<file path="src/rtl/mac_arbiter.sv">
// Round-robin arbiter feeding one shared two-stage unsigned multiply-add (a*b+c) unit;
// each result leaves on a single valid/ready port, tagged with the index of its requester.
module mac_arbiter #(
  parameter int NUM_REQ        = 4,
  parameter int DATA_WIDTH     = 8,
  parameter int DATA_WIDTH_OUT = 17,
  parameter int ID_WIDTH       = 2
) (
  input  logic                           clk,
  input  logic                           reset,
  input  logic [NUM_REQ-1:0]             req_valid,
  output logic [NUM_REQ-1:0]             req_ready,
  input  logic [NUM_REQ*DATA_WIDTH-1:0]  req_a,
  input  logic [NUM_REQ*DATA_WIDTH-1:0]  req_b,
  input  logic [NUM_REQ*DATA_WIDTH-1:0]  req_c,
  output logic                           res_valid,
  input  logic                           res_ready,
  output logic [DATA_WIDTH_OUT-1:0]      res_data,
  output logic [ID_WIDTH-1:0]            res_id,
  output logic                           busy
);

  // Wide enough for the exact a*b+c, and never narrower than the output.
  localparam int CALC_W = (DATA_WIDTH_OUT > 2*DATA_WIDTH+1) ? DATA_WIDTH_OUT : 2*DATA_WIDTH+1;

  logic [DATA_WIDTH-1:0]     lane_a [NUM_REQ];
  logic [DATA_WIDTH-1:0]     lane_b [NUM_REQ];
  logic [DATA_WIDTH-1:0]     lane_c [NUM_REQ];

  logic [ID_WIDTH-1:0]       rr_ptr_reg;
  logic                      s1_valid_reg;
  logic [DATA_WIDTH-1:0]     s1_a_reg;
  logic [DATA_WIDTH-1:0]     s1_b_reg;
  logic [DATA_WIDTH-1:0]     s1_c_reg;
  logic [ID_WIDTH-1:0]       s1_id_reg;
  logic                      res_valid_reg;
  logic [DATA_WIDTH_OUT-1:0] res_data_reg;
  logic [ID_WIDTH-1:0]       res_id_reg;

  logic                      en;
  logic                      grant_found;
  logic [ID_WIDTH-1:0]       grant_id;
  logic                      take;
  logic [ID_WIDTH-1:0]       rr_ptr_next;
  logic [CALC_W-1:0]         mac_full;

  genvar gi;
  generate
    for (gi = 0; gi < NUM_REQ; gi++) begin : g_lane
      assign lane_a[gi] = req_a[gi*DATA_WIDTH +: DATA_WIDTH];
      assign lane_b[gi] = req_b[gi*DATA_WIDTH +: DATA_WIDTH];
      assign lane_c[gi] = req_c[gi*DATA_WIDTH +: DATA_WIDTH];
    end
  endgenerate

  function automatic logic [ID_WIDTH-1:0] wrap_idx(input logic [ID_WIDTH-1:0] base, input int offs);
    int sum;
    sum = int'(base) + offs;
    if (sum >= NUM_REQ) sum = sum - NUM_REQ;
    return ID_WIDTH'(sum);
  endfunction

  assign en = !res_valid_reg || res_ready;

  // First valid requester at or after rr_ptr, wrapping around.
  always_comb begin
    grant_found = 1'b0;
    grant_id    = '0;
    for (int k = 0; k < NUM_REQ; k++) begin
      if (!grant_found && req_valid[wrap_idx(rr_ptr_reg, k)]) begin
        grant_found = 1'b1;
        grant_id    = wrap_idx(rr_ptr_reg, k);
      end
    end
  end

  assign take        = en && grant_found && !reset;
  assign rr_ptr_next = (grant_id == ID_WIDTH'(NUM_REQ-1)) ? '0 : grant_id + 1'b1;

  always_comb begin
    req_ready = '0;
    if (take) req_ready[grant_id] = 1'b1;
  end

  assign mac_full = CALC_W'(s1_a_reg) * CALC_W'(s1_b_reg) + CALC_W'(s1_c_reg);

  always_ff @(posedge clk) begin
    if (reset) begin
      rr_ptr_reg    <= '0;
      s1_valid_reg  <= 1'b0;
      s1_a_reg      <= '0;
      s1_b_reg      <= '0;
      s1_c_reg      <= '0;
      s1_id_reg     <= '0;
      res_valid_reg <= 1'b0;
      res_data_reg  <= '0;
      res_id_reg    <= '0;
    end else if (en) begin
      s1_valid_reg <= take;
      if (take) begin
        s1_a_reg   <= lane_a[grant_id];
        s1_b_reg   <= lane_b[grant_id];
        s1_c_reg   <= lane_c[grant_id];
        s1_id_reg  <= grant_id;
        rr_ptr_reg <= rr_ptr_next;
      end
      res_valid_reg <= s1_valid_reg;
      // Bubbles leave the last result's data and id untouched.
      if (s1_valid_reg) begin
        res_data_reg <= mac_full[DATA_WIDTH_OUT-1:0];
        res_id_reg   <= s1_id_reg;
      end
    end
  end

  assign res_valid = res_valid_reg;
  assign res_data  = res_data_reg;
  assign res_id    = res_id_reg;
  assign busy      = s1_valid_reg || res_valid_reg;

endmodule

</file>
<file path="config.mk">
export PLATFORM = sky130hd
export DESIGN_NAME = mac_arbiter
export DESIGN_NICKNAME = d
export VERILOG_FILES = /design/src/rtl/mac_arbiter.sv
export SDC_FILE = /design/constraint.sdc
export NUM_CORES = 1
export LEC_CHECK = 0
export ABC_AREA = 1
export BUFFER_PORTS_ARGS = -buffer_cell sky130_fd_sc_hd__buf_2
export CORE_MARGIN = 2
export CORE_UTILIZATION = 40
export CTS_BUF_LIST = sky130_fd_sc_hd__clkbuf_4
export DETAILED_ROUTE_END_ITERATION = 7
export GPL_TIMING_DRIVEN = 0
export PLACE_DENSITY = 0.76
export SKIP_CTS_REPAIR_TIMING = 1
export SYNTH_ARGS = -nofsm -noshare
export SYNTH_HDL_FRONTEND = slang
export SYNTH_SLANG_ARGS = --single-unit
</file>
<file path="constraint.sdc">
create_clock -name clk -period 4 [get_ports clk]
set_input_delay 0.8 -clock clk [delete_from_list [all_inputs] [get_ports clk]]
set_output_delay 0.8 -clock clk [all_outputs]
set_load 0.02 [all_outputs]
</file>
==> results of run 1 <==
## path summary, 6_finish.rpt
kind / end / cells after the start / from / slack [ps]
max: res_data[11] / 17 / s1_a_reg[5] / -140
min: s1_c_reg[7] / 2 / s1_c_reg[7] / 500
max reg2reg: res_data[11] / 17 / s1_a_reg[5] / -140
min reg2reg: s1_c_reg[7] / 2 / s1_c_reg[7] / 500
## cells by family after synthesis
| kind of cell | after synthesis | share of synthesized area (%) |
|---|---|---|
| AND/OR/NAND/NOR | 443 | 34.3 |
| buffers and inverters | 182 | 13.7 |
| adder cells (fa/ha/maj) | 88 | 26.6 |
| AO/OA/AOI/OAI | 58 | 5.78 |
| flip-flops | 49 | 18.2 |
| XOR/XNOR | 9 | 1.46 |
## cells in the final DEF, fill, tap and decap left out, types with 2 or more instances in the layout
cell type  netlist  routed
nand3_2          1       5
a21oi_4          0       6
clkbuf_4         0       5
buf_2            7     134
clkbuf_1        23       7
o211ai_1         2       2
xor2_1           7       6
fa_2             0       4
nand2_4          3       6
a21o_1           2       2
fa_1            44      40
dfxtp_2          0      15
ha_4             0       6
dfxtp_1         49      33
nor2_1          79      76
o21ai_2          0       4
a21oi_2          0       3
nor2_4           1       3
o21ai_1          0       6
inv_1          137     129
nand3_4          2       2
a21oi_1         17       8
nand4_1          5       5
o21ai_0         32      21
inv_2            5      13
buf_6            3      20
nand2_2          3      15
xnor2_1          2       2
nand2_1        282     267
nand3_1         62      58
buf_4            6      34
ha_1            44      37
## Yosys cell counts, types with 6 or more instances
| cell type | number | area share, % |
|---|---|---|
| a21oi_1 | 17 | 1.6 |
| buf_2 | 7 | 0.65 |
| buf_4 | 6 | 0.84 |
| clkbuf_1 | 23 | 1.6 |
| dfxtp_1 | 49 | 18 |
| fa_1 | 44 | 16 |
| ha_1 | 44 | 10 |
| inv_1 | 137 | 9.5 |
| nand2_1 | 282 | 20 |
| nand3_1 | 62 | 5.8 |
| nor2_1 | 79 | 5.5 |
| o21ai_0 | 32 | 3.0 |
| xor2_1 | 7 | 1.1 |
## per-stage QoR
stage / setup WS, ps / instance area (um2) / hold WS [ps]
2_1_floorplan: 1.56 / 5420 / 445
3_3_place_gp: -370 / 6270 / 461
3_5_place_dp: -392 / 6270 / 471
4_1_cts: -452 / 6350 / 491
5_1_grt: -239 / 7010 / 536
6_report: -142 / 7010 / 502
## critical path, delay by kind of cell (launching register included)
kind / cells / cell delay [ps]
flip-flops: 1 / 370
XOR/XNOR: 1 / 190
adder cells (fa/ha/maj): 5 / 2220
AO/OA/AOI/OAI: 5 / 750
buffers and inverters: 5 / 450
AND/OR/NAND/NOR: 1 / 70
## routing by layer
metal	track usage [%]	up-vias	wire length, um
met5	0	-	0
met1	28.1	2647	6920
met2	35.0	226	7660
li1	-	2833	-
met4	6.10	0	516
met3	3.42	46	997
## cell type report
type | instances | area [um2]
clock buffer | 5 | 37.5
inverter | 142 | 533
fill | 1217 | 6180
multi-input combinational | 598 | 3980
buffer | 39 | 309
tap | 176 | 220
timing repair buffer | 157 | 872
sequential | 49 | 1000
clock inverter | 3 | 50.0
==> flow_metrics.tcl, run 1 <==
set metrics [dict create \
    clk_pin_slew_ps 170 \
    critPathLaunchType "flop" \
    worstMarginPinSlew_ps 607 \
    clockBufferDepth 2 \
    track_usage_pct 21.0 \
    fin_worst_skew_ps 13.8 \
    layout-drive-gt1-share_pct 28.9 \
    clock_latency_ps 390 \
    violations "negative setup slack" \
    cts_root_buf "clkbuf_4" \
    synth_edf_count 0 \
    die_h_um 120 \
    cp_slowest_stage_delay_ps 530 \
    hold_class "flop to flop" \
    grt_pass1_wl_um 24900 \
    grt_pass1_vias 5503 \
    fp.dieW_um 120 \
    wl_um 16100 \
    cts.sinks 49 \
    cp_data_arrival_time_ps 4450 \
    setup_tns_ps -254 \
    synthFlopType "dfxtp_1" \
    finalHoldViolations 0 \
    drt-initial-drc-count 438 \
    initial_utilization_pct 40.9 \
    drc 0 \
    outcome "finished, violations left" \
    placed_cells 1131 \
    dp_hpwl_um 11600 \
    cts_tree "yes" \
    setup_ws_ps -142 \
    synth.avg_cell_area_um2 6.50 \
    fin_util_pct 53.1 \
    antenna_found_initial 0 \
    synthArstFlopShare_pct 0 \
    postSynthCellCount 829 \
    endpoint_kind "flop" \
    gp_congestion 0.886 \
    ys_seq_area_share_pct 18.2 \
    io_buffer_count 126 \
    drv_cap 0 \
    path_cells "buf_6 > nand2_1 > fa_1 > inv_1 > fa_1 > inv_1 > fa_1 > fa_1 > inv_1 > ha_4 > a21oi_4 > o21ai_4 > a21oi_2 > o21ai_2 > xor2_1 > o21ai_1 > inv_1" \
    wl_per_cell_um 13.8 \
    synth_cell_types 34 \
    critPathKind "flop to flop" \
    grt_max_degree 18 \
    vias 5752 \
    critical_path_required_ps 4300 \
    grt-ovfl-total 0 \
    crit_fanout 6 \
    syn_nets 1020 \
    fin_crit_sh_pct 104 \
    final_cells 1169 \
    ant_nets 0 \
    diodes 0 \
    layout.nets 1183 \
    period_minus_slack_ps 4140 \
    coreArea_um2 13200 \
    rows 42 \
    yosysWarnings 0 \
    numCtsBuffers 5 \
    finalSetupViolations 4 \
    max_freq_mhz 241 \
    drv_slew 0 \
    area_growth_pct 30.0 \
    ios 128 \
    largest_register_ffs 17 \
    ys_ff_latch 49 \
    dr.pass1.iters 6 \
    grt_setup_unrepaired "yes" \
    ctsHtreeMaxLevel 2 \
    slowest_stage "fa_1" \
    die_area_um2 14400 \
    avgViaCountPerCell 4.92 \
    syn_area_um2 5390 \
    max_slew_margin_pct 59.5 \
]
Power of run 1 is not shown: default switching activity piles up to over one toggle a cycle in this logic, so the estimate is an artifact.
==> run 2, diff against run 1 <==
--- a/config.mk
+++ b/config.mk
@@ -12,7 +12,7 @@
 export CTS_BUF_LIST = sky130_fd_sc_hd__clkbuf_4
 export DETAILED_ROUTE_END_ITERATION = 7
 export GPL_TIMING_DRIVEN = 0
-export PLACE_DENSITY = 0.76
+export PLACE_DENSITY = 0.73
 export SKIP_CTS_REPAIR_TIMING = 1
 export SYNTH_ARGS = -nofsm -noshare
 export SYNTH_HDL_FRONTEND = slang
==> constraint.sdc (replaced) <==
create_clock -name clk -period 4.7 [get_ports clk]
set_input_delay 0.94 -clock clk [delete_from_list [all_inputs] [get_ports clk]]
set_output_delay 0.94 -clock clk [all_outputs]
set_load 0.02 [all_outputs]
==> run 2 against run 1 <==
Hold slack worse by 9.2 ps. Clock-buffer cell count unchanged. Clock skew up 2.5 ps. Sequential share of layout area up 1.7 points. Worst setup slack gained 380 ps. Utilization fell by 5.6 points. The flow now finishes without violations. Non-clock buffer count fell by 46. Via count fell by 7.8%. Register-to-register slack better by 380 ps. Cell count down 3.9%. Routed wire length is 11% lower. Critical path type unchanged.
==> flow_metrics.tcl, run 2 (synthesis gave the netlist of run 1 again) <==
set metrics [dict create \
    fin_worst_skew_ps 16.3 \
    worstMarginPinSlew_ps 580 \
    final_common_cell "nand2_1" \
    clockBufferDepth 2 \
    max_slew_margin_pct 61.4 \
    grt-ovfl-total 0 \
    wl_um 14300 \
    drv_cap 0 \
    critPathLaunchType "flop" \
    critical_path_required_ps 4990 \
    dp_hpwl_um 11800 \
    max_freq_mhz 224 \
    cp_data_arrival_time_ps 4750 \
    ios 128 \
    vias 5304 \
    cts_tree "yes" \
    finalSetupViolations 0 \
    rows 42 \
    layout-drive-gt1-share_pct 19.0 \
    fin_crit_sh_pct 94.8 \
    endpoint_kind "flop" \
    drc 0 \
    die_area_um2 14400 \
    grt_pass1_wl_um 25300 \
    largest_register_ffs 17 \
    die_h_um 120 \
    numCtsBuffers 5 \
    holdPathStages 2 \
    min_delay_worst_endpoint "s1_c_reg[7]" \
    hold_class "flop to flop" \
    drt-initial-drc-count 259 \
    post_dp_cell_area_um2 6240 \
    clock_latency_ps 390 \
    dr.pass1.iters 5 \
    diodes 0 \
    cts_root_buf "clkbuf_4" \
    ant_nets 0 \
    rr_startpoint "s1_a_reg[1]" \
    critPathKind "flop to flop" \
    period_minus_slack_ps 4460 \
    initial_utilization_pct 40.9 \
    ctsHtreeMaxLevel 2 \
    drv_slew 0 \
    finalHoldViolations 0 \
    outcome "finished, final reports clean" \
    avgViaCountPerCell 4.72 \
    ff2ff_path_depth 15 \
    grt_pass1_vias 5510 \
    area_growth_pct 16.3 \
    track_usage_pct 21.2 \
    reg2reg_to "res_data[10]" \
    worstHoldStart "s1_c_reg[7]" \
    stdcell_area_um2 6270 \
    io_buffer_count 126 \
    fp.dieW_um 120 \
    antenna_found_initial 0 \
    cts.sinks 49 \
    final_cell_mix "282 x nand2_1, 137 x inv_1, 133 x buf_2" \
    clk_pin_slew_ps 170 \
    coreArea_um2 13200 \
    gp_congestion 0.872 \
    r2r_slack_ps 240 \
    crit_fanout 9 \
    layout.nets 1137 \
    wl_per_cell_um 12.7 \
    grt_max_degree 18 \
]
run 2: final cells by class:
type | instances | area [um2]
Fill cell | 1383 | 6920
Tap cell | 176 | 220
Sequential cell | 49 | 1000
Inverter | 142 | 533
Multi-Input combinational cell | 598 | 3670
Clock buffer | 5 | 37.5
Clock inverter | 3 | 26.3
Buffer | 24 | 144
Timing Repair Buffer | 126 | 631
run 2: stage by stage:
stage               utilization [%]  cells  setup TNS, ps  hold slack [ps]  setup slack (ps)
floorplan                         -    829              0              445               446
global placement               47.3   1131           -207              461              -104
detailed placement             47.3   1131           -256              470              -140
CTS                            47.8   1139           -368              491              -176
global route                   47.5   1123           -134              526             -79.5
finish                         47.5   1123              0              493               242
run 2: worst max-delay path by stage:
stage / to / from / slack [ps]
finish: res_data[10] / s1_a_reg[1] / 240
detailed placement: res_data[12] / s1_b_reg[7] / -140
global route: res_data[12] / s1_a_reg[1] / -80
global placement: res_data[12] / s1_a_reg[1] / -100
floorplan: res_data[10] / s1_a_reg[0] / 450
CTS: res_data[12] / s1_a_reg[0] / -180
run 2: worst max-delay path, cell delays in order (launching register included):
cell and delay [ps]:
dfxtp_2 500, nand2_1 110, fa_1 520, fa_1 550, inv_1 60, fa_1 540, inv_1 70, fa_1 540
inv_1 50, ha_1 350, a21oi_1 240, a21boi_2 260, o21ai_0 180, xor2_1 190, o21ai_0 160, inv_1 60
run 2: layer usage:
layer / vias up / wire length [um] / global-route usage (%)
li1: 2735 / - / -
met1: 2394 / 6810 / 29.8
met2: 156 / 6500 / 35.3
met3: 19 / 773 / 2.42
met4: 0 / 170 / 4.19
met5: - / 0 / 0
Power of run 2 is left out for the same reason.
==> run 3, diff against run 2 <==
--- a/config.mk
+++ b/config.mk
@@ -12,7 +12,6 @@
 export CTS_BUF_LIST = sky130_fd_sc_hd__clkbuf_4
 export DETAILED_ROUTE_END_ITERATION = 7
 export GPL_TIMING_DRIVEN = 0
-export PLACE_DENSITY = 0.73
 export SKIP_CTS_REPAIR_TIMING = 1
 export SYNTH_ARGS = -nofsm -noshare
 export SYNTH_HDL_FRONTEND = slang
==> run 3 against run 2 <==
Maximum frequency up 0.75%. Critical endpoint is now res_data[12]. Critical path type unchanged. Clock-buffer cell count unchanged. Die area unchanged.
==> flow_metrics.tcl, run 3 (synthesis gave the netlist of run 1 again) <==
set metrics [dict create \
    final_common_cell "nand2_1" \
    wl_um 14200 \
    grt_max_degree 17 \
    cts.sinks 49 \
    cp_data_arrival_time_ps 4740 \
    multi_input_area_um2 3670 \
    die_area_um2 14400 \
    coreArea_um2 13200 \
    path_cells "nand2_1 > fa_1 > fa_1 > inv_1 > fa_1 > inv_1 > fa_1 > inv_1 > ha_1 > a21oi_1 > a21boi_2 > o21ai_0 > nand2_1 > a21o_1 > nand3_1 > nand2_1 > inv_1" \
    grt_pass1_wl_um 24600 \
    crit_fanout 9 \
    ctsHtreeMaxLevel 2 \
    outcome "finished, final reports clean" \
    antenna_found_initial 1 \
    rows 42 \
    initial_utilization_pct 40.9 \
    endpoint_kind "flop" \
    wl_per_cell_um 12.6 \
    area_growth_pct 17.2 \
    layout.nets 1137 \
    cts_root_buf "clkbuf_4" \
    critPathKind "flop to flop" \
    avgViaCountPerCell 4.63 \
    fin_crit_sh_pct 94.1 \
    ios 128 \
    max_freq_mhz 226 \
    period_minus_slack_ps 4420 \
    fin_worst_skew_ps 19.7 \
    dp_hpwl_um 11900 \
    grt_pass1_vias 5274 \
    gp_congestion 0.846 \
    layout-drive-gt1-share_pct 19.3 \
    cp_slowest_stage_delay_ps 540 \
    ff_latch_area_um2 1000 \
    clock_latency_ps 400 \
    grt_setup_unrepaired "no" \
    finalHoldViolations 0 \
    slowest_stage "fa_1" \
    drc 0 \
    worstMarginPinSlew_ps 617 \
    numCtsBuffers 5 \
    r2r_slack_ps 280 \
    ant_nets 0 \
    hold_class "flop to flop" \
    clockBufferDepth 2 \
    largest_register_ffs 17 \
    clk_pin_slew_ps 160 \
    finalSetupViolations 0 \
    drv_slew 0 \
    final_cell_mix "282 x nand2_1, 137 x inv_1, 133 x buf_2" \
    vias 5208 \
    fill_cells 1462 \
    grt-ovfl-total 0 \
    critPathLaunchType "flop" \
    track_usage_pct 21.2 \
    drt-initial-drc-count 178 \
    dr.pass1.iters 4 \
    cts_tree "yes" \
    hold_ws_ps 484 \
    fin_util_pct 47.9 \
    io_buffer_count 126 \
    max_slew_margin_pct 58.9 \
    fp.dieW_um 120 \
    critical_path_required_ps 5010 \
    die_h_um 120 \
    drv_cap 0 \
]
run 3: cell types whose count changed in the layout (fill, tap and decap cells not counted), sizes merged:
| cell | delta |
|---|---|
| diode | +2 |
| clkinvlp | -2 |
| bufinv | +2 |
run 3: critical path, delay by kind of cell, from the launching register on:
family,cells,cell delay [ps]
buffers and inverters,4,200
adder cells (fa/ha/maj),5,2470
flip-flops,1,480
AO/OA/AOI/OAI,4,800
AND/OR/NAND/NOR,4,380
run 3: final timing paths:
| check | end | cells after the start | startpoint |
|---|---|---|---|
| worst min register to register | s1_c_reg[4] | 2 | s1_c_reg[4] |
| worst min-delay path | s1_c_reg[4] | 2 | s1_c_reg[4] |
| worst max register to register | res_data[12] | 17 | s1_b_reg[7] |
| worst max-delay path | res_data[12] | 17 | s1_b_reg[7] |
run 3: layout make-up:
| cell class | instances | area share (%) |
|---|---|---|
| multi-input combinational | 598 | 58.2 |
| sequential | 49 | 15.9 |
| timing repair buffer | 126 | 9.99 |
| inverter | 142 | 8.44 |
| tap | 176 | 3.49 |
| buffer | 24 | 2.28 |
| clock inverter | 3 | 1.09 |
| clock buffer | 5 | 0.594 |
| antenna | 2 | 0.0793 |
run 3: metrics by stage:
stage	std cells	instance area (um2)	TNS [ps]	worst slack, ps
2_1_floorplan	829	5390	0	446
3_3_place_gp	1131	6240	-245	-125
3_5_place_dp	1131	6240	-350	-180
4_1_cts	1139	6350	-478	-222
5_1_grt	1125	6310	0	13.0
6_report	1125	6310	0	275
run 3: per-layer routing:
metal / global-route usage, % / routed length [um] / up-vias
li1: - / - / 2738
met1: 29.4 / 7000 / 2363
met2: 35.1 / 6580 / 97
met3: 2.85 / 529 / 10
met4: 4.93 / 78 / 0
met5: 0 / 0 / -
Power of run 3 is left out for the same reason.
